===== config.mk =====
export PLATFORM = sky130hd
export DESIGN_NAME = cell_processor_pipe
export DESIGN_NICKNAME = d
export VERILOG_FILES = /design/src/rtl/CellProcessingPkg.sv /design/src/rtl/cell_lane_alu.sv /design/src/rtl/cell_processor_pipe.sv
export SDC_FILE = /design/constraint.sdc
export NUM_CORES = 1
export LEC_CHECK = 0
export BUFFER_PORTS_ARGS = -buffer_cell sky130_fd_sc_hd__buf_2
export CAP_MARGIN = 20
export CORE_MARGIN = 4
export CORE_UTILIZATION = 35
export CTS_CLUSTER_DIAMETER = 120
export DETAILED_ROUTE_END_ITERATION = 8
export SYNTH_ARGS = -nofsm -noshare
export SYNTH_HDL_FRONTEND = slang
export SYNTH_HIERARCHICAL = 1
export SYNTH_SLANG_ARGS = --single-unit

===== constraint.sdc =====
create_clock -name clk -period 23.2 [get_ports clk]
set_clock_uncertainty 0.15 [all_clocks]
set_input_delay 6.96 -clock clk [delete_from_list [all_inputs] [get_ports clk]]
set_output_delay 6.96 -clock clk [all_outputs]
set_load 0.1 [all_outputs]

===== src/rtl/CellProcessingPkg.sv =====
// CellProcessingPkg: shared types and defaults for the cell processor family.
// Holds the legacy single-pixel definitions plus the opcode enum, the default
// parameter set of the pipelined multi-lane processor and a per-lane cell type.
package CellProcessingPkg;

  localparam int cellDepth   = 9;
  localparam int opCodeWidth = 3;
  typedef logic [7:0] pixel_t;

  localparam int PIXEL_W_DEF     = 8;
  localparam int CELL_PIXELS_DEF = 9;
  localparam int LANES_DEF       = 2;
  localparam int OPCODE_W_DEF    = 3;
  localparam int CNT_W_DEF       = 16;

  typedef enum logic [2:0] {
    OP_ADD     = 3'd0,
    OP_ABSDIFF = 3'd1,
    OP_AVG     = 3'd2,
    OP_MAX     = 3'd3,
    OP_MIN     = 3'd4,
    OP_THRESH  = 3'd5,
    OP_BLEND   = 3'd6,
    OP_PASS    = 3'd7
  } cellOp_e;

  typedef pixel_t [CELL_PIXELS_DEF-1:0] cellLane_t;

endpackage


===== src/rtl/cell_lane_alu.sv =====
// cell_lane_alu: one lane of the cell processor. S1 captures the centre
// operands, the decoded opcode, the 3x3 max/min reduction and (when
// CELL_PROC_BLEND_EN is defined) the two blend products; S2 selects and
// registers the lane result. Both stages advance together on adv_i.
module cell_lane_alu
  import CellProcessingPkg::*;
#(
  parameter int PIXEL_W     = PIXEL_W_DEF,
  parameter int CELL_PIXELS = CELL_PIXELS_DEF,
  parameter int OPCODE_W    = OPCODE_W_DEF
) (
  input  logic                           clk,
  input  logic                           rst,
  input  logic                           adv_i,
  input  logic [OPCODE_W-1:0]            op_i,
  input  logic [PIXEL_W-1:0]             user_i,
  input  logic [CELL_PIXELS*PIXEL_W-1:0] cell_a_i,
  input  logic [PIXEL_W-1:0]             bc_i,
  output logic [PIXEL_W-1:0]             pix_o
);

  localparam int CTR = CELL_PIXELS / 2;
  typedef logic [PIXEL_W-1:0] pix_t;
  localparam pix_t MAXV = '1;

  function automatic pix_t sat_add(pix_t a, pix_t b);
    logic [PIXEL_W:0] s;
    s = {1'b0, a} + {1'b0, b};
    return s[PIXEL_W] ? MAXV : s[PIXEL_W-1:0];
  endfunction

  function automatic pix_t rnd_avg(pix_t a, pix_t b);
    logic [PIXEL_W:0] s;
    s = {1'b0, a} + {1'b0, b} + (PIXEL_W+1)'(1);
    return pix_t'(s >> 1);
  endfunction

  function automatic pix_t abs_diff(pix_t a, pix_t b);
    return (a >= b) ? (a - b) : (b - a);
  endfunction

`ifdef CELL_PROC_BLEND_EN
  function automatic pix_t blend_rnd(logic [2*PIXEL_W-1:0] pa, logic [2*PIXEL_W-1:0] pb);
    logic [2*PIXEL_W:0] s;
    s = {1'b0, pa} + {1'b0, pb} + ((2*PIXEL_W+1)'(1) << (PIXEL_W - 1));
    return pix_t'(s >> PIXEL_W);
  endfunction
`endif

  pix_t    ac_p0;
  pix_t    mx_d, mn_d;
  pix_t    ac_p1_q, bc_p1_q, user_p1_q, mx_p1_q, mn_p1_q;
  cellOp_e op_p1_q;
  pix_t    res_d, res_p2_q;

  assign ac_p0 = cell_a_i[CTR*PIXEL_W +: PIXEL_W];

  // Max/min reduction over every pixel of cellA, ahead of the S1 register.
  always_comb begin
    pix_t px;
    mx_d = cell_a_i[0 +: PIXEL_W];
    mn_d = cell_a_i[0 +: PIXEL_W];
    px   = '0;
    for (int i = 1; i < CELL_PIXELS; i++) begin
      px = cell_a_i[i*PIXEL_W +: PIXEL_W];
      if (px > mx_d) mx_d = px;
      if (px < mn_d) mn_d = px;
    end
  end

  // ---- S0 -> S1 boundary: operands, decoded opcode, reduction results ----
  always_ff @(posedge clk) begin
    if (adv_i) begin
      ac_p1_q   <= ac_p0;
      bc_p1_q   <= bc_i;
      user_p1_q <= user_i;
      mx_p1_q   <= mx_d;
      mn_p1_q   <= mn_d;
      op_p1_q   <= ((op_i >> 3) != '0) ? OP_PASS : cellOp_e'(op_i[2:0]);
    end
  end

`ifdef CELL_PROC_BLEND_EN
  logic [2*PIXEL_W-1:0] pa_p1_q, pb_p1_q;

  // Blend products registered in S1 so S2 only adds and rounds.
  always_ff @(posedge clk) begin
    if (adv_i) begin
      pa_p1_q <= {{PIXEL_W{1'b0}}, ac_p0} * {{PIXEL_W{1'b0}}, user_i};
      pb_p1_q <= {{PIXEL_W{1'b0}}, bc_i} * {{PIXEL_W{1'b0}}, pix_t'(MAXV - user_i)};
    end
  end
`endif

  // Result select from the S1 contents; unknown/blend-disabled ops pass Ac.
  always_comb begin
    res_d = ac_p1_q;
    case (op_p1_q)
      OP_ADD:     res_d = sat_add(ac_p1_q, bc_p1_q);
      OP_ABSDIFF: res_d = abs_diff(ac_p1_q, bc_p1_q);
      OP_AVG:     res_d = rnd_avg(ac_p1_q, bc_p1_q);
      OP_MAX:     res_d = mx_p1_q;
      OP_MIN:     res_d = mn_p1_q;
      OP_THRESH:  res_d = (ac_p1_q >= user_p1_q) ? MAXV : '0;
`ifdef CELL_PROC_BLEND_EN
      OP_BLEND:   res_d = blend_rnd(pa_p1_q, pb_p1_q);
`endif
      default:    res_d = ac_p1_q;
    endcase
  end

  // ---- S1 -> S2 boundary: lane result, cleared by reset ----
  always_ff @(posedge clk) begin
    if (rst) begin
      res_p2_q <= '0;
    end else if (adv_i) begin
      res_p2_q <= res_d;
    end
  end

  assign pix_o = res_p2_q;

endmodule


===== src/rtl/cell_processor_pipe.sv =====
// cell_processor_pipe: two-stage, LANES-wide cell processor with valid/ready
// handshake on both sides and a wrapping count of consumed output beats.
// Optional feature macro: CELL_PROC_BLEND_EN enables the BLEND opcode.
module cell_processor_pipe
  import CellProcessingPkg::*;
#(
  parameter int PIXEL_W     = PIXEL_W_DEF,
  parameter int CELL_PIXELS = CELL_PIXELS_DEF,
  parameter int LANES       = LANES_DEF,
  parameter int OPCODE_W    = OPCODE_W_DEF,
  parameter int CNT_W       = CNT_W_DEF
) (
  input  logic                                 clk,
  input  logic                                 rst,
  input  logic                                 in_valid,
  output logic                                 in_ready,
  input  logic [LANES*CELL_PIXELS*PIXEL_W-1:0] cellA,
  input  logic [LANES*CELL_PIXELS*PIXEL_W-1:0] cellB,
  input  logic [PIXEL_W-1:0]                   userInput,
  input  logic [OPCODE_W-1:0]                  opcode,
  output logic                                 out_valid,
  input  logic                                 out_ready,
  output logic [LANES*PIXEL_W-1:0]             processedPixel,
  output logic [CNT_W-1:0]                     beat_count
);

  localparam int LANE_W = CELL_PIXELS * PIXEL_W;
  localparam int CTR    = CELL_PIXELS / 2;

  logic             advance;
  logic             vld_p1_q, vld_p2_q;
  logic [CNT_W-1:0] cnt_q, cnt_d;
  logic             unused_cellb;

  // Only the centre pixel of each cellB lane feeds the datapath.
  assign unused_cellb = ^cellB;

  assign advance   = !vld_p2_q || out_ready;
  assign in_ready  = advance && !rst;
  assign out_valid = vld_p2_q;

  // ---- S0 -> S1 -> S2 boundaries: valid bits move with the data ----
  always_ff @(posedge clk) begin
    if (rst) begin
      vld_p1_q <= 1'b0;
      vld_p2_q <= 1'b0;
    end else if (advance) begin
      vld_p1_q <= in_valid;
      vld_p2_q <= vld_p1_q;
    end
  end

  assign cnt_d = (vld_p2_q && out_ready) ? cnt_q + CNT_W'(1) : cnt_q;

  // Output beat counter, wraps naturally at 2^CNT_W.
  always_ff @(posedge clk) begin
    if (rst) cnt_q <= '0;
    else     cnt_q <= cnt_d;
  end

  assign beat_count = cnt_q;

  for (genvar l = 0; l < LANES; l++) begin : g_lane
    cell_lane_alu #(
      .PIXEL_W    (PIXEL_W),
      .CELL_PIXELS(CELL_PIXELS),
      .OPCODE_W   (OPCODE_W)
    ) u_alu (
      .clk     (clk),
      .rst     (rst),
      .adv_i   (advance),
      .op_i    (opcode),
      .user_i  (userInput),
      .cell_a_i(cellA[l*LANE_W +: LANE_W]),
      .bc_i    (cellB[(l*CELL_PIXELS + CTR)*PIXEL_W +: PIXEL_W]),
      .pix_o   (processedPixel[l*PIXEL_W +: PIXEL_W])
    );
  end

endmodule


==> out/metrics.yaml, run 1 <==
floorplanning:
  core_area_mm2: 0.0468
  die_y_um: 226
  rows: 79
  io-pin-count: 337
  dieWidth_um: 226
  start_util_pct: 35.6
  fp.dieArea_mm2: 0.0511
synth:
  synth_top_area_cell: "ha_1"
  synth_ff_type: "edfxtp_1"
  ys_top_cells_by_area: "ha_1, edfxtp_1, mux2i_1"
  synth_warnings: 6
  synth_edf_count: 86
  syn-cell-area_mm2: 0.0166
  synth_top_cells_by_count: "ha_1, inv_1, a21oi_1"
  synth.avg_cell_area_um2: 8.28
  synth_top_area_share_pct: 20.2
  yosysUniqueCellTypes: 106
  syn_inst: 2011
  ys_seq_area_share_pct: 19.6
  yosys_register_bits: 120
  syn_nets: 2589
  yosysMostFrequentCell: "ha_1"
  async_reset_ff_share_pct: 0
global_routing:
  antenna_found_initial: 8
  grt_pass1_vias: 14754
  grt_pass1_wl_um: 75100
  gr-total-overflow: 0
  grt_max_degree: 85
  grt_use_total_pct: 18.0
pwr:
  clockPowerShare_pct: 11.6
  ir_drop_uv: 75.6
  power_leakage_uw: 0.00920
  p_switching_uw: 1090
  powerDensity_mw_per_mm2: 119
  power_frac_comb_pct: 74.0
  internal_power_uw: 1190
  pwr-share-seq_pct: 14.4
  swShare_pct: 47.7
layout:
  nets: 2784
  fin_area_mm2: 0.0191
  syn2layout_area_growth_pct: 14.8
  drive_gt1_share_pct: 17.4
status:
  status: "finished, final reports clean"
clock_network:
  clock-sinks: 120
  cts_tree: "done"
  path_clk_slew_ns: 0.05
  htreeDepth: 4
  cts_hold_buf: 0
  cts_buffers: 17
  cts-root-buf: "clkbuf_16"
  clock_path_buffers: 2
  clkLatencyLatePin_ns: 0.42
drt:
  viasPerCell: 5.42
  wl_um: 47500
  vias: 15338
  drcViolationCount: 0
  drt_iter0_drc: 870
  drt_first_pass_iters: 7
  ant_nets: 0
  wl_per_cell_um: 16.8
timing:
  tightest_slew_ns: 1.00
  rsz0062_at_grt: "no"
  worst_slew_margin_rel_pct: 32.6
  worst_hold_slack_ns: 0.303
  fin_setup_tns_ns: 0
  fin_crit_sh_pct: 94.7
  slew_viol_final: 0
  period_minus_slack_ns: 21.96
  setup-violations-final: 0
  fmax_mhz: 45.5
  hold_viol_final: 0
critical_path:
  critPathArrivalTime_ns: 21.98
  required_ns: 23.22
  worst_path_most_repeated_cell: "ha_1"
  path_class: "input port to register"
  worst_path_max_delay_cell: "mux2i_1"
  critPathLaunchType: "input port"
  critPathMaxStageDelay_ns: 0.37
  cp_max_fo: 12
  cp-end-kind: "register"
placement:
  io_buffers: 208
  gp_congestion: 0.921
  hpwl_um: 39500
  dpl_cell_area_mm2: 0.0183
flow_run:
  drv_cap: 0
worst_hold_path:
  holdCritPathClass: "register to register"
power by group through the flow:
stage	Combinational (uW)	Sequential, uW	Clock (uW)
floorplan	1230	352	0
global placement	1570	332	0
detailed placement	1620	331	0
CTS	1630	328	273
global route	1880	332	282
finish	1690	327	265
worst max-delay path: cells and delay by family:
kind,cells,cell delay (ns)
muxes,7,2.08
adders and majority gates,8,2.36
and+or+nand+nor,24,3.77
buffers and inverters,6,0.69
AOI/OAI and AO/OA,31,6.11
final timing paths:
path	start	to	slack, ns	cells past startpoint
min	vld_p1_q	vld_p1_q	0.30	2
max reg2reg	g_lane[0].u_alu/ac_p1_q[0]	g_lane[0].u_alu/pix_o[7]	18.13	23
min reg2reg	vld_p1_q	vld_p1_q	0.30	2
max	cellA[2]	g_lane[0].u_alu/mx_p1_q[6]	1.24	76
what timing repair did:
item,CTS,global route
gates resized for setup,0,22
endpoints found under the setup margin,0,16
setup buffers,0,9
final cells by class:
type,instances,area (um^2)
diodes,4,10.0
clock buffers,23,532
clock inverters,9,73.8
fillers,4697,27700
inverters,240,903
multi-input cells,1593,12300
flip-flops and latches,120,3260
well taps,607,759
repair buffers,234,1240
per-layer routing:
| metal | vias to the layer above | track usage [%] | part of all wire, % |
|---|---|---|---|
| li1 | 7727 | - | - |
| met1 | 7205 | 23.7 | 46 |
| met2 | 325 | 30.6 | 47 |
| met3 | 71 | 2.92 | 4.8 |
| met4 | 10 | 4.81 | 2.2 |
| met5 | - | 0 | 0.11 |
placed cells by master (no fill, tap or decap), types with 8 or more instances in the layout:
master / Yosys / routed
a211o_1: 8 / 8
a211oi_1: 17 / 16
a21o_1: 38 / 38
a21oi_1: 182 / 180
a221oi_1: 9 / 9
a222oi_1: 8 / 8
a31oi_1: 9 / 8
and3_1: 20 / 20
and4_1: 8 / 8
buf_2: 5 / 208
buf_4: 1 / 26
clkbuf_16: 0 / 20
dfxtp_1: 34 / 34
edfxtp_1: 86 / 86
ha_1: 269 / 269
inv_1: 240 / 239
mux2_1: 8 / 8
mux2_2: 46 / 46
mux2i_1: 103 / 99
nand2_1: 108 / 107
nand2b_1: 41 / 41
nand3_1: 43 / 43
nand4_1: 26 / 26
nor2_1: 178 / 177
nor2b_1: 37 / 37
nor3_1: 25 / 25
o211ai_1: 14 / 14
o21a_1: 14 / 12
o21ai_0: 96 / 95
o21ai_1: 16 / 15
o221ai_1: 11 / 11
o31ai_1: 18 / 18
or3_1: 10 / 10
xnor2_1: 43 / 43
xor2_1: 21 / 21
through the flow:
stage | utilization [%] | worst slack (ns) | power (uW) | instances
final | 40.9 | 1.24 | 2280 | 2830
after global routing | 40.9 | 0.0275 | 2500 | 2829
after detailed placement | 39.2 | 0.320 | 1950 | 2784
after CTS | 40.5 | 0.711 | 2230 | 2816
after floorplan | - | 1.68 | 1580 | 2011
after global placement | 39.2 | 0.683 | 1900 | 2784
state kept, by name, summed over array words and instances (netlist names), 6 cells and up:
signal	flops
beat_count	16
g_lane.u_alu/ac_p1_q	16
g_lane.u_alu/bc_p1_q	16
g_lane.u_alu/mn_p1_q	16
g_lane.u_alu/mx_p1_q	16
g_lane.u_alu/pix_o	16
g_lane.u_alu/user_p1_q	16
g_lane.u_alu/op_p1_q	6
cell families (layout without fill, tap and decap cells):
kind of cell / after synthesis / in the layout / synth area share [%]
AOI/OAI and AO/OA: 540 / 540 / 22.2
xor gates and xnor gates: 64 / 64 / 3.37
adders and majority gates: 279 / 279 / 21.2
buffers and inverters: 298 / 506 / 6.92
DFF: 120 / 120 / 19.6
muxes: 163 / 163 / 10.4
other: 0 / 4 / 0
and+or+nand+nor: 547 / 547 / 16.4
(Power assumes the default switching activity.)
==> inputs of run 2 (changes only) <==
--- a/config.mk
+++ b/config.mk
@@ -5,12 +5,12 @@
 export SDC_FILE = /design/constraint.sdc
 export NUM_CORES = 1
 export LEC_CHECK = 0
-export BUFFER_PORTS_ARGS = -buffer_cell sky130_fd_sc_hd__buf_2
 export CAP_MARGIN = 20
 export CORE_MARGIN = 4
 export CORE_UTILIZATION = 35
 export CTS_CLUSTER_DIAMETER = 120
 export DETAILED_ROUTE_END_ITERATION = 8
+export DONT_BUFFER_PORTS = 1
 export SYNTH_ARGS = -nofsm -noshare
 export SYNTH_HDL_FRONTEND = slang
 export SYNTH_HIERARCHICAL = 1
==> run 2 against run 1 <==
Net effect: core utilization shrank 2.3 points; first-iteration DRC count is 20% higher; register-to-register slack worse by 0.14 ns; sequential share of layout area increased by 1.0 points; via count down 4.3%; sequential power rose by 10%; critical endpoint is now g_lane[1].u_alu/mx_p1_q[0]; largest power group unchanged; highest routed layer unchanged.
==> out/metrics.yaml, run 2 (synthesis gave the netlist of run 1 again) <==
clock_network:
  clkLatencyLatePin_ns: 0.43  # about the same
  cts_buffers: 17  # unchanged
  htreeDepth: 4  # unchanged
  cts-root-buf: "clkbuf_16"
  cts_tree: "done"
  clock_path_buffers: 2  # unchanged
  path_clk_slew_ns: 0.06  # about the same
  clock-sinks: 120  # unchanged
layout:
  final_cell_mix: "ha_1, inv_1, a21oi_1"
  multi_input_area_mm2: 0.0123  # about the same
  nets: 2579  # -7.4%
  final_common_cell: "ha_1"
  ff_latch_area_mm2: 0.00326  # unchanged
  nFillCells: 4718  # +0.45%
  syn2layout_area_growth_pct: 8.43
  drive_gt1_share_pct: 9.19  # -8.2 points
timing:
  hold_viol_final: 0  # unchanged
  fin_setup_tns_ns: 0  # unchanged
  fin_crit_sh_pct: 95.2  # +0.51 points
  fmax_mhz: 45.3  # -0.54%
  worst_slew_margin_rel_pct: 23.7  # -8.9 points
  slew_viol_final: 0  # unchanged
  setup-violations-final: 0  # unchanged
  layout_setup_ws_ns: 1.12  # -0.119 ns
  tightest_slew_ns: 1.14  # +0.140 ns
  period_minus_slack_ns: 22.08  # +0.119 ns
drt:
  vias: 14671  # -4.3%
  ant_nets: 0  # unchanged
  drt_first_pass_iters: 5  # -2
  drcViolationCount: 0  # unchanged
  viasPerCell: 5.59  # +3.2%
  wl_per_cell_um: 18.2  # +8.4%
  wl_um: 47700  # +0.50%
  drt_iter0_drc: 1044  # +20%
placement:
  pre_cts_ws_ns: -0.165  # -0.485 ns
  hpwl_um: 39000  # -1.3%
  io_buffers: 0  # -100%
  gp_congestion: 0.882  # -4.2%
critical_path:
  cp-end-kind: "register"
  critPathLaunchType: "input port"
  cp_top_family: "compound AO/OA/AOI/OAI gates"
  worst_path_max_delay_cell: "mux2_2"
  path_class: "input port to register"
  critPathMaxStageDelay_ns: 0.42  # +0.05 ns
  reg2reg_to: "g_lane[0].u_alu/pix_o[7]"
  r2r_cells: 23  # unchanged
  r2r_start: "g_lane[0].u_alu/ac_p1_q[0]"
  critPathArrivalTime_ns: 22.09  # +0.11 ns
  reg2reg_slack_ns: 17.99  # -0.14 ns
  cp_max_fo: 13  # +1
  critical_path_buf_inv_count: 7  # +1
  required_ns: 23.21  # about the same
  crit_start: "cellA[73]"
floorplanning:
  die_y_um: 226  # unchanged
  start_util_pct: 35.6  # unchanged
  io-pin-count: 337  # unchanged
  core_area_mm2: 0.0468  # unchanged
  fp.dieArea_mm2: 0.0511  # unchanged
  dieWidth_um: 226  # unchanged
  rows: 79  # unchanged
global_routing:
  grt_max_degree: 82  # -3.5%
  grt_pass1_vias: 14453  # -2.0%
  gr-total-overflow: 0  # unchanged
  grt_pass1_wl_um: 75000  # about the same
  antenna_found_initial: 10  # +2
  grt_use_total_pct: 18.0  # about the same
pwr:
  clockPowerShare_pct: 11.4  # -0.2 points
  powerDensity_mw_per_mm2: 124  # +3.8%
  swShare_pct: 48.5  # +0.80 points
  finalPower_uw: 2240  # -1.9%
  power_frac_comb_pct: 72.6  # -1.4 points
  pwr-share-seq_pct: 16.1  # +1.7 points
  internal_power_uw: 1150  # -3.4%
  power_leakage_uw: 0.00834  # -9.4%
  ir_drop_uv: 86.1  # +14%
  p_switching_uw: 1090  # -0.28%
worst_hold_path:
  holdCritPathClass: "register to register"
  hold_end: "vld_p1_q"
  hold_depth: 2  # unchanged
  min_from: "vld_p1_q"
status:
  status: "finished, final reports clean"
flow_run:
  drv_cap: 0  # unchanged
run 2: routing by layer:
metal	routed length, um	global-route usage (%)	vias to the layer above
li1	-	-	7294
met1	20800	22.7	6904
met2	22800	30.7	384
met3	3130	4.22	77
met4	947	5.18	12
met5	92	0	-
run 2: tightest hold or removal path: stages (launching register included):
cell and delay (ns):
dfxtp_1 0.31, nand2_1 0.05, a21oi_1 0.05
run 2: timing repair:
| action | 4_1_cts | 5_1_grt |
|---|---|---|
| setup endpoints to repair | 0 | 16 |
| hold buffers | 0 | 0 |
| resized for setup | 0 | 25 |
| buffers inserted | 0 | 12 |
run 2: power by group through the flow:
stage	Combinational (uW)	Sequential, uW	Clock (uW)
finish	1620	360	254
global route	1810	365	270
CTS	1550	361	261
detailed placement	1540	365	0
global placement	1490	365	0
floorplan	1230	352	0
run 2: through the flow:
step	util [%]	cells	cell area [um^2]	hold WS, ns
6_report	38.6	2624	18000	0.298
5_1_grt	38.6	2623	18000	0.328
4_1_cts	38.1	2606	17800	0.302
3_5_place_dp	36.9	2574	17300	0.293
3_3_place_gp	36.9	2573	17300	0.285
2_1_floorplan	-	2011	16600	0.282
run 2: layout make-up:
cell class,instances,share of cell area [%]
Multi-Input combinational cell,1595,68.3
Sequential cell,120,18.1
Inverter,240,5.00
Tap cell,607,4.21
Clock buffer,20,2.59
Timing Repair Buffer,27,1.29
Clock inverter,12,0.492
Antenna cell,3,0.0416
run 2: worst max path at each step:
stage                                       to  depth (start not counted)
global placement    g_lane[1].u_alu/mx_p1_q[0]                         79
detailed placement  g_lane[1].u_alu/mx_p1_q[0]                         79
CTS                 g_lane[1].u_alu/mx_p1_q[0]                         79
floorplan           g_lane[1].u_alu/mx_p1_q[0]                         84
finish              g_lane[1].u_alu/mx_p1_q[0]                         77
global route        g_lane[1].u_alu/mx_p1_q[0]                         77
